### config.mk
export PLATFORM = sky130hd
export DESIGN_NAME = fht_but_seq
export DESIGN_NICKNAME = d
export VERILOG_FILES = /design/src/rtl/fht_but_seq.sv
export SDC_FILE = /design/constraint.sdc
export NUM_CORES = 1
export LEC_CHECK = 0
export ABC_CLOCK_PERIOD_IN_PS = 6150
export CORE_UTILIZATION = 25
export DETAILED_ROUTE_END_ITERATION = 10
export GPL_TIMING_DRIVEN = 1
export PLACE_DENSITY_LB_ADDON = 0.3
export SLEW_MARGIN = 20
export SYNTH_ARGS = -nofsm -noshare
export SYNTH_HDL_FRONTEND = slang
export SYNTH_SLANG_ARGS = --single-unit
### constraint.sdc
create_clock -name clk -period 6.15 [get_ports clk]
set_input_delay 1.845 -clock clk [delete_from_list [all_inputs] [get_ports clk]]
set_output_delay 1.845 -clock clk [all_outputs]
set_load 0.05 [all_outputs]
### src/rtl/fht_but_seq.sv
// rtl/fht_but_seq.sv - radix-2 FHT butterfly address sequencer with ping-pong banks
module fht_but_seq #(
    parameter int A_BIT   = 8,
    parameter int RD_LAT  = 1,
    parameter int BUT_LAT = 2,
    localparam int SW     = $clog2(A_BIT) + 1
) (
    input  logic             clk,
    input  logic             rst,
    input  logic             start,
    output logic             busy,
    output logic             done,
    output logic             rd_en,
    output logic [A_BIT-1:0] rd_addr_0,
    output logic [A_BIT-1:0] rd_addr_1,
    output logic [A_BIT-1:0] rd_addr_2,
    output logic [A_BIT-2:0] rom_addr,
    output logic             rd_bank,
    output logic             wr_en,
    output logic [A_BIT-1:0] wr_addr_0,
    output logic [A_BIT-1:0] wr_addr_1,
    output logic [SW-1:0]    stage,
    output logic             res_bank
);

    localparam int D  = RD_LAT + BUT_LAT;
    localparam int CW = $clog2(D) + 1;
    localparam int PW = 1 + 2 * A_BIT;

    typedef enum logic [1:0] {S_IDLE, S_RUN, S_FLUSH, S_FIN} state_t;

    state_t           state;
    state_t           state_nx;
    logic [A_BIT-2:0] bfly;
    logic [SW-1:0]    stg;
    logic [CW-1:0]    fcnt;
    logic             last_bfly;
    logic             last_flush;
    logic             last_stage;

    logic [A_BIT-2:0] kmask;
    logic [A_BIT-2:0] k;
    logic [A_BIT-2:0] j;
    logic [A_BIT-1:0] h;
    logic [A_BIT-1:0] g;
    logic [A_BIT-1:0] x0;
    logic [A_BIT-1:0] x1;
    logic [A_BIT-1:0] x2;

    // Each entry carries {rd_en, x0, x1} toward the write-back side
    logic [PW-1:0]    pipe [D];

    assign last_bfly  = &bfly;
    assign last_flush = (fcnt == CW'(D - 1));
    assign last_stage = (stg == SW'(A_BIT - 1));

    // State register; reset aborts any transform in progress
    always_ff @(posedge clk or posedge rst) begin
        if (rst) begin
            state <= S_IDLE;
        end else begin
            state <= state_nx;
        end
    end

    // Next-state logic: start is honoured only from IDLE
    always_comb begin
        state_nx = state;
        case (state)
            S_IDLE:  if (start) state_nx = S_RUN;
            S_RUN:   if (last_bfly) state_nx = S_FLUSH;
            S_FLUSH: if (last_flush) state_nx = last_stage ? S_FIN : S_RUN;
            S_FIN:   state_nx = S_IDLE;
            default: state_nx = S_IDLE;
        endcase
    end

    // Butterfly, flush and stage counters
    always_ff @(posedge clk or posedge rst) begin
        if (rst) begin
            bfly <= '0;
            fcnt <= '0;
            stg  <= '0;
        end else begin
            case (state)
                S_RUN: begin
                    bfly <= bfly + (A_BIT-1)'(1);
                end
                S_FLUSH: begin
                    if (last_flush) begin
                        fcnt <= '0;
                        if (!last_stage) stg <= stg + SW'(1);
                    end else begin
                        fcnt <= fcnt + CW'(1);
                    end
                end
                S_FIN: begin
                    stg <= '0;
                end
                default: begin
                end
            endcase
        end
    end

    // Operand and twiddle addresses: low stg bits of b are k, the rest select the group
    always_comb begin
        kmask = ~({(A_BIT-1){1'b1}} << stg);
        k     = bfly & kmask;
        h     = A_BIT'(1) << stg;
        g     = {bfly & ~kmask, 1'b0};
        x0    = g + {1'b0, k};
        x1    = x0 + h;
        x2    = g + h + ((h - {1'b0, k}) & {1'b0, kmask});
        j     = k << (SW'(A_BIT - 1) - stg);
    end

    assign busy      = (state != S_IDLE);
    assign done      = (state == S_FIN);
    assign rd_en     = (state == S_RUN);
    assign rd_addr_0 = rd_en ? x0 : '0;
    assign rd_addr_1 = rd_en ? x1 : '0;
    assign rd_addr_2 = rd_en ? x2 : '0;
    assign rom_addr  = rd_en ? j : '0;
    assign rd_bank   = stg[0];
    assign stage     = stg;
    assign res_bank  = 1'(A_BIT % 2);

    // Write-back delay line matching read plus butterfly latency
    always_ff @(posedge clk or posedge rst) begin
        if (rst) begin
            for (int i = 0; i < D; i++) pipe[i] <= '0;
        end else begin
            pipe[0] <= {rd_en, rd_addr_0, rd_addr_1};
            for (int i = 1; i < D; i++) pipe[i] <= pipe[i-1];
        end
    end

    assign {wr_en, wr_addr_0, wr_addr_1} = pipe[D-1];

endmodule

# Word level (Yosys, flattened, before mapping)
# Index checks and enable logic that the tools add are counted.
# W data, S select, Z words.
totals:
  regBits: 67
  in_bits: 3
  output_inout_bits: 57
  wordCells: 52
op_classes:
  n_addsub: 9
  n_eq_ne: 9
  shift: 3
  mux: 13
  n_bitwise: 5
  reduce_logical: 6
ops:
  columns: ["cell", "count"]
  rows:
  - ["$add A8 B8 Y8", 3]
  - ["$mux W8", 3]
  - ["$and A7 B7 Y7", 2]
  - ["$not A7 Y7", 2]
  - ["$add A8 B7 Y8", 1]
  - ["$and A8 B7 Y8", 1]
  - ["$mux W2", 4]
  - ["$mux W4", 2]
  - ["$pmux W2 S4", 1]
  - ["$pmux W4 S2", 1]
  - ["$shl A1 B4 Y8 const A", 1]
  - ["$sub A8 B7 Y8", 1]
  - ["$add A7 B1 Y7 const B", 1]
  - ["$mux W7", 1]
  - ["$reduce_and A7 Y1", 1]
  - ["$shl A7 B4 Y7", 1]
  - ["$shl A7 B4 Y7 const A", 1]
  - ["$ne A2 B2 Y1 const B", 3]
  - ["$reduce_and A3 Y1", 2]
  - ["$add A4 B1 Y4 const B", 1]
  - ["$eq A2 B2 Y1 const B", 2]
  - ["$eq A4 B3 Y1 const B", 1]
  - ["$reduce_bool A2 Y1", 2]
  - ["$sub A3 B4 Y4 const A", 1]
  - ["other kinds (6)", 6]

# Longest topological paths before layout
depth:
  word_depth: 7
  depth_mapped: 18
  ltp_nobuf: 18

# Least setup slack after synthesis
# Ideal clock, no wire load.
synth_timing:
  path_kind: "register -> output"
  start: "register stg[2], in the netlist stage[2]"
  end: "output port rd_addr_2[7]"
  arrival_ns: 4.870
  required_time_ns: 4.305
  path_slack_ns: -0.565
  stages_incl_launch_ff: 19
  path_buffers: 2
  cell_sequence: "dfrtp_1 buf_6 or2_1 clkbuf_1 o21ai_1 inv_1 fa_1 inv_1 xnor2_1 mux2i_1 a22oi_1 fa_1 inv_1 fa_1 a211oi_1 o21bai_1 a21oi_1 xor3_1 nor2_1"
synth_between:
  elab_chain_len: 7
  elab_cells_between_ends: 11
synth_rtl:
  columns: ["item", "line", "text"]
  rows:
  - ["start: declaration", "35", "logic [SW-1:0] stg;"]
  - ["start signal: assignment", "92", "if (!last_stage) stg <= stg + SW'(1);"]
  - ["$shl A7 B4 Y7", "108", "kmask = ~({(A_BIT-1){1'b1}} << stg);"]
  - ["$not A7 Y7", "108", null]
  - ["$and A7 B7 Y7 or $not A7 Y7 (tied branches)", "109, 111", null]
  - ["$sub A8 B7 Y8 or $and A7 B7 Y7 (tied branches)", "114, 111", null]
  - ["$and A8 B7 Y8 or $add A8 B8 Y8 (tied branches)", "114", "x2 = g + h + ((h - {1'b0, k}) & {1'b0, kmask});"]
  - ["$add A8 B8 Y8 *", "114", null]
  - ["$mux W8 *", "123", "assign rd_addr_2 = rd_en ? x2 : '0;"]
  - ["end: declaration", "16", "output logic [A_BIT-1:0] rd_addr_2,"]
# Mark *: on every way between the ends. The rest lies on a longest branch, timed or not.

# Final worst setup path
layout_timing:
  start: "register stg[1], in the netlist stage[1]"
  end: "output port rd_addr_2[7]"
# The elaborated chain is that of the path after synthesis.

==> results.json <==
{
  "status": "completed",
  "yosysUniqueCellTypes": 54,
  "path_buf_inv": 4,
  "coreArea_um2": 15400,
  "worst_setup_path_end_kind": "output port",
  "insertedDiodeCount": 0,
  "reg2reg_depth": 17,
  "cap_violations": 0,
  "dr.pass1.iters": 6,
  "fin_crit_sh": 0.986,
  "syn_inst": 397,
  "grt_pass1_wl_um": 17400,
  "cp_data_required_time_ps": 4300,
  "num_rows": 45,
  "grt_pass1_vias": 3088,
  "cts.clk_slew.worst_paths_ps": 60,
  "crit_top_cell": "ha_1",
  "port_buffers": 58,
  "gr-total-overflow": 0,
  "synthFlopType": "dfrtp_1",
  "p_leak_uw": 0.00248,
  "drt_iter0_drc": 150,
  "rsz0062_at_grt": "yes",
  "placed_area_um2": 5100,
  "worst_hold_slack_ps": 343,
  "vdd.ir_drop.worst_uv": 203,
  "crit_cells": 19,
  "syn_avg_cell_area_um2": 10.1,
  "hold_viol_final": 0,
  "final_common_cell": "dfrtp_1",
  "cts_max_path_buffers": 2,
  "min_period_ps": 6060,
  "final_cell_mix": "dfrtp_1 (63), clkdlybuf4s50_1 (48), buf_4 (46)",
  "cts.hold.buffers_added": 0,
  "hp-class": "reg -> reg",
  "cts_tree": "yes",
  "synth_edf_count": 0,
  "path_cells": "clkinv_2 > ha_2 > and2_4 > ha_1 > nor2b_2 > a311oi_2 > buf_4 > maj3_1 > o21ai_2 > mux2i_2 > fa_1 > inv_1 > ha_1 > o21ai_1 > o21bai_1 > a21oi_1 > xor3_1 > nor2_4 > buf_12",
  "power-per-cell-area_nw_per_um2": 467,
  "crit_path_top_delay_cell": "fa_1",
  "synth_warnings": 0,
  "arrival_ps": 4220,
  "cp_slowest_stage_delay_ps": 440,
  "fillers": 1602,
  "grt_use_total": 0.139,
  "dieHeight_um": 129,
  "crit_family": "adder cells",
  "drive_gt1_frac": 0.234,
  "setup_violations": 0,
  "max_freq_ghz": 0.165,
  "ys_seq_elements": 67,
  "syn2layout_area_growth_pct": 37.9,
  "cts.sinks": 67,
  "synth_area_um2": 4020,
  "yosysTopAreaCellShare": 0.417,
  "slew_headroom": 0.606,
  "dp_hpwl_um": 8520,
  "hold_depth": 0,
  "slew_violations": 0,
  "startpoint_type": "flop",
  "die_w_um": 129,
  "cts_root_buf": "clkbuf_16",
  "nNetsFinal": 524,
  "start_util": 0.260,
  "wl_per_cell_um": 15.3,
  "num_vias": 3073,
  "ant_nets": 0,
  "place.gp.congestion": 0.908,
  "route.detailed.drc": 0,
  "ys_async_sr_fraction": 1.00,
  "cp_max_fo": 4,
  "cts_made_buffers": 9,
  "finClkSkew_ps": 6.83,
  "synth.largest_area_cell": "dfrtp_1",
  "final_area_um2": 5540,
  "cts.htree.levels": 3,
  "ys_seq_area_frac": 0.417,
  "antenna_found_initial": 0,
  "synth.area.top_cells": "dfrtp_1 (42%), ha_1 (9.3%), xnor2_1 (4.6%)",
  "clk_latency_ps": 330,
  "postRouteWirelength_um": 10700,
  "grt_max_degree": 50,
  "viasPerCell": 4.40,
  "crit_type": "reg -> out",
  "worst-slew-pin-transition_ps": 592,
  "num_io_pins": 60,
  "fp.dieArea_um2": 16600
}
-- registers in the layout, summed over array words and instances (netlist names) --
name / count
pipe: 34
wr_addr_0: 8
wr_addr_1: 8
bfly: 7
stage: 4
fcnt: 3
state: 2
wr_en: 1
-- worst paths after layout --
kind	end	slack, ps	from
worst min register to register	wr_addr_0[5]	340	pipe[30]
worst max-delay path	rd_addr_2[7]	90	stage[1]
worst min-delay path	wr_addr_0[5]	340	pipe[30]
max in group asynchronous	pipe[35]	3370	rst
worst max register to register	pipe[41]	2500	stage[3]
min in group asynchronous	fcnt[2]	1830	rst
-- per-stage QoR --
step | worst slack (ps) | utilization | std cells | setup TNS, ps | total power (µW)
finish | 85.3 | 0.359 | 698 | 0 | 2590
global route | -150 | 0.359 | 698 | -154 | 2730
CTS | 4.88 | 0.358 | 698 | 0 | 2620
detailed placement | 137 | 0.331 | 677 | 0 | 2040
global placement | 85.3 | 0.331 | 677 | 0 | 2030
floorplan | 4.41 | - | 399 | 0 | 1580
-- synth_stat cells (all sizes together), types with 4 or more instances --
cell / n
a211oi: 4
mux2i: 7
nand2b: 4
fa: 9
inv: 24
dfrtp: 67
clkbuf: 11
a21o: 7
buf: 21
a21oi: 19
nor2b: 6
xnor2: 21
ha: 30
o21ai: 17
o22ai: 4
nor3: 8
nand3: 9
nor2: 38
nor3b: 4
and2: 12
nand2: 27
-- power breakdown --
group	internal [µW]	switching, µW	leakage, µW
logic	519	840	0.00151
clock network	376	175	0.000159
registers	603	73.6	0.000814
total	1500	1090	0.00248
-- worst register-to-register path, cell delays in order, from the launching register on --
cell	delay, ps
dfrtp_2	430
or2_4	270
buf_4	170
nand2_1	170
inv_1	130
ha_1	400
nand3_1	100
o22ai_1	230
nor3_1	90
xnor2_1	180
ha_1	270
o21ai_0	80
nor2_1	80
o41ai_1	290
buf_4	180
xnor3_1	280
nor2_1	100
buf_4	140
-- logic make-up after synthesis --
logic type / after synthesis / synth area share
AND/OR/NAND/NOR: 125 / 0.155
AO/OA/AOI/OAI: 69 / 0.112
flip-flops: 67 / 0.417
buffers and inverters: 58 / 0.0757
adder cells (fa/ha/maj): 40 / 0.141
XOR/XNOR: 26 / 0.0638
multiplexers: 11 / 0.0343
other: 1 / 0.000933
-- metal layers --
metal | track usage | wire length [µm]
met1 | 0.195 | 5180
met2 | 0.217 | 4940
met3 | 0.0233 | 395
met4 | 0.0457 | 159
met5 | 0 | 0
-- final cells by class --
type / count / area, µm² / area share
clock buffers: 12 / 256 / 0.0463
clock inverters: 4 / 72.6 / 0.0131
inverters: 26 / 98.8 / 0.0178
multi-input cells: 274 / 2150 / 0.388
flip-flops and latches: 67 / 1680 / 0.304
well taps: 211 / 264 / 0.0477
repair buffers: 104 / 1020 / 0.184
-- what timing repair did --
action / 4_1_cts / 5_1_grt
resized for setup: 17 / 6
buffers inserted: 5 / 0
pin swaps: 14 / 2
endpoints found under the setup margin: 2 / 3
hold endpoints to repair: 0 / 0
(Power assumes the default switching activity.)
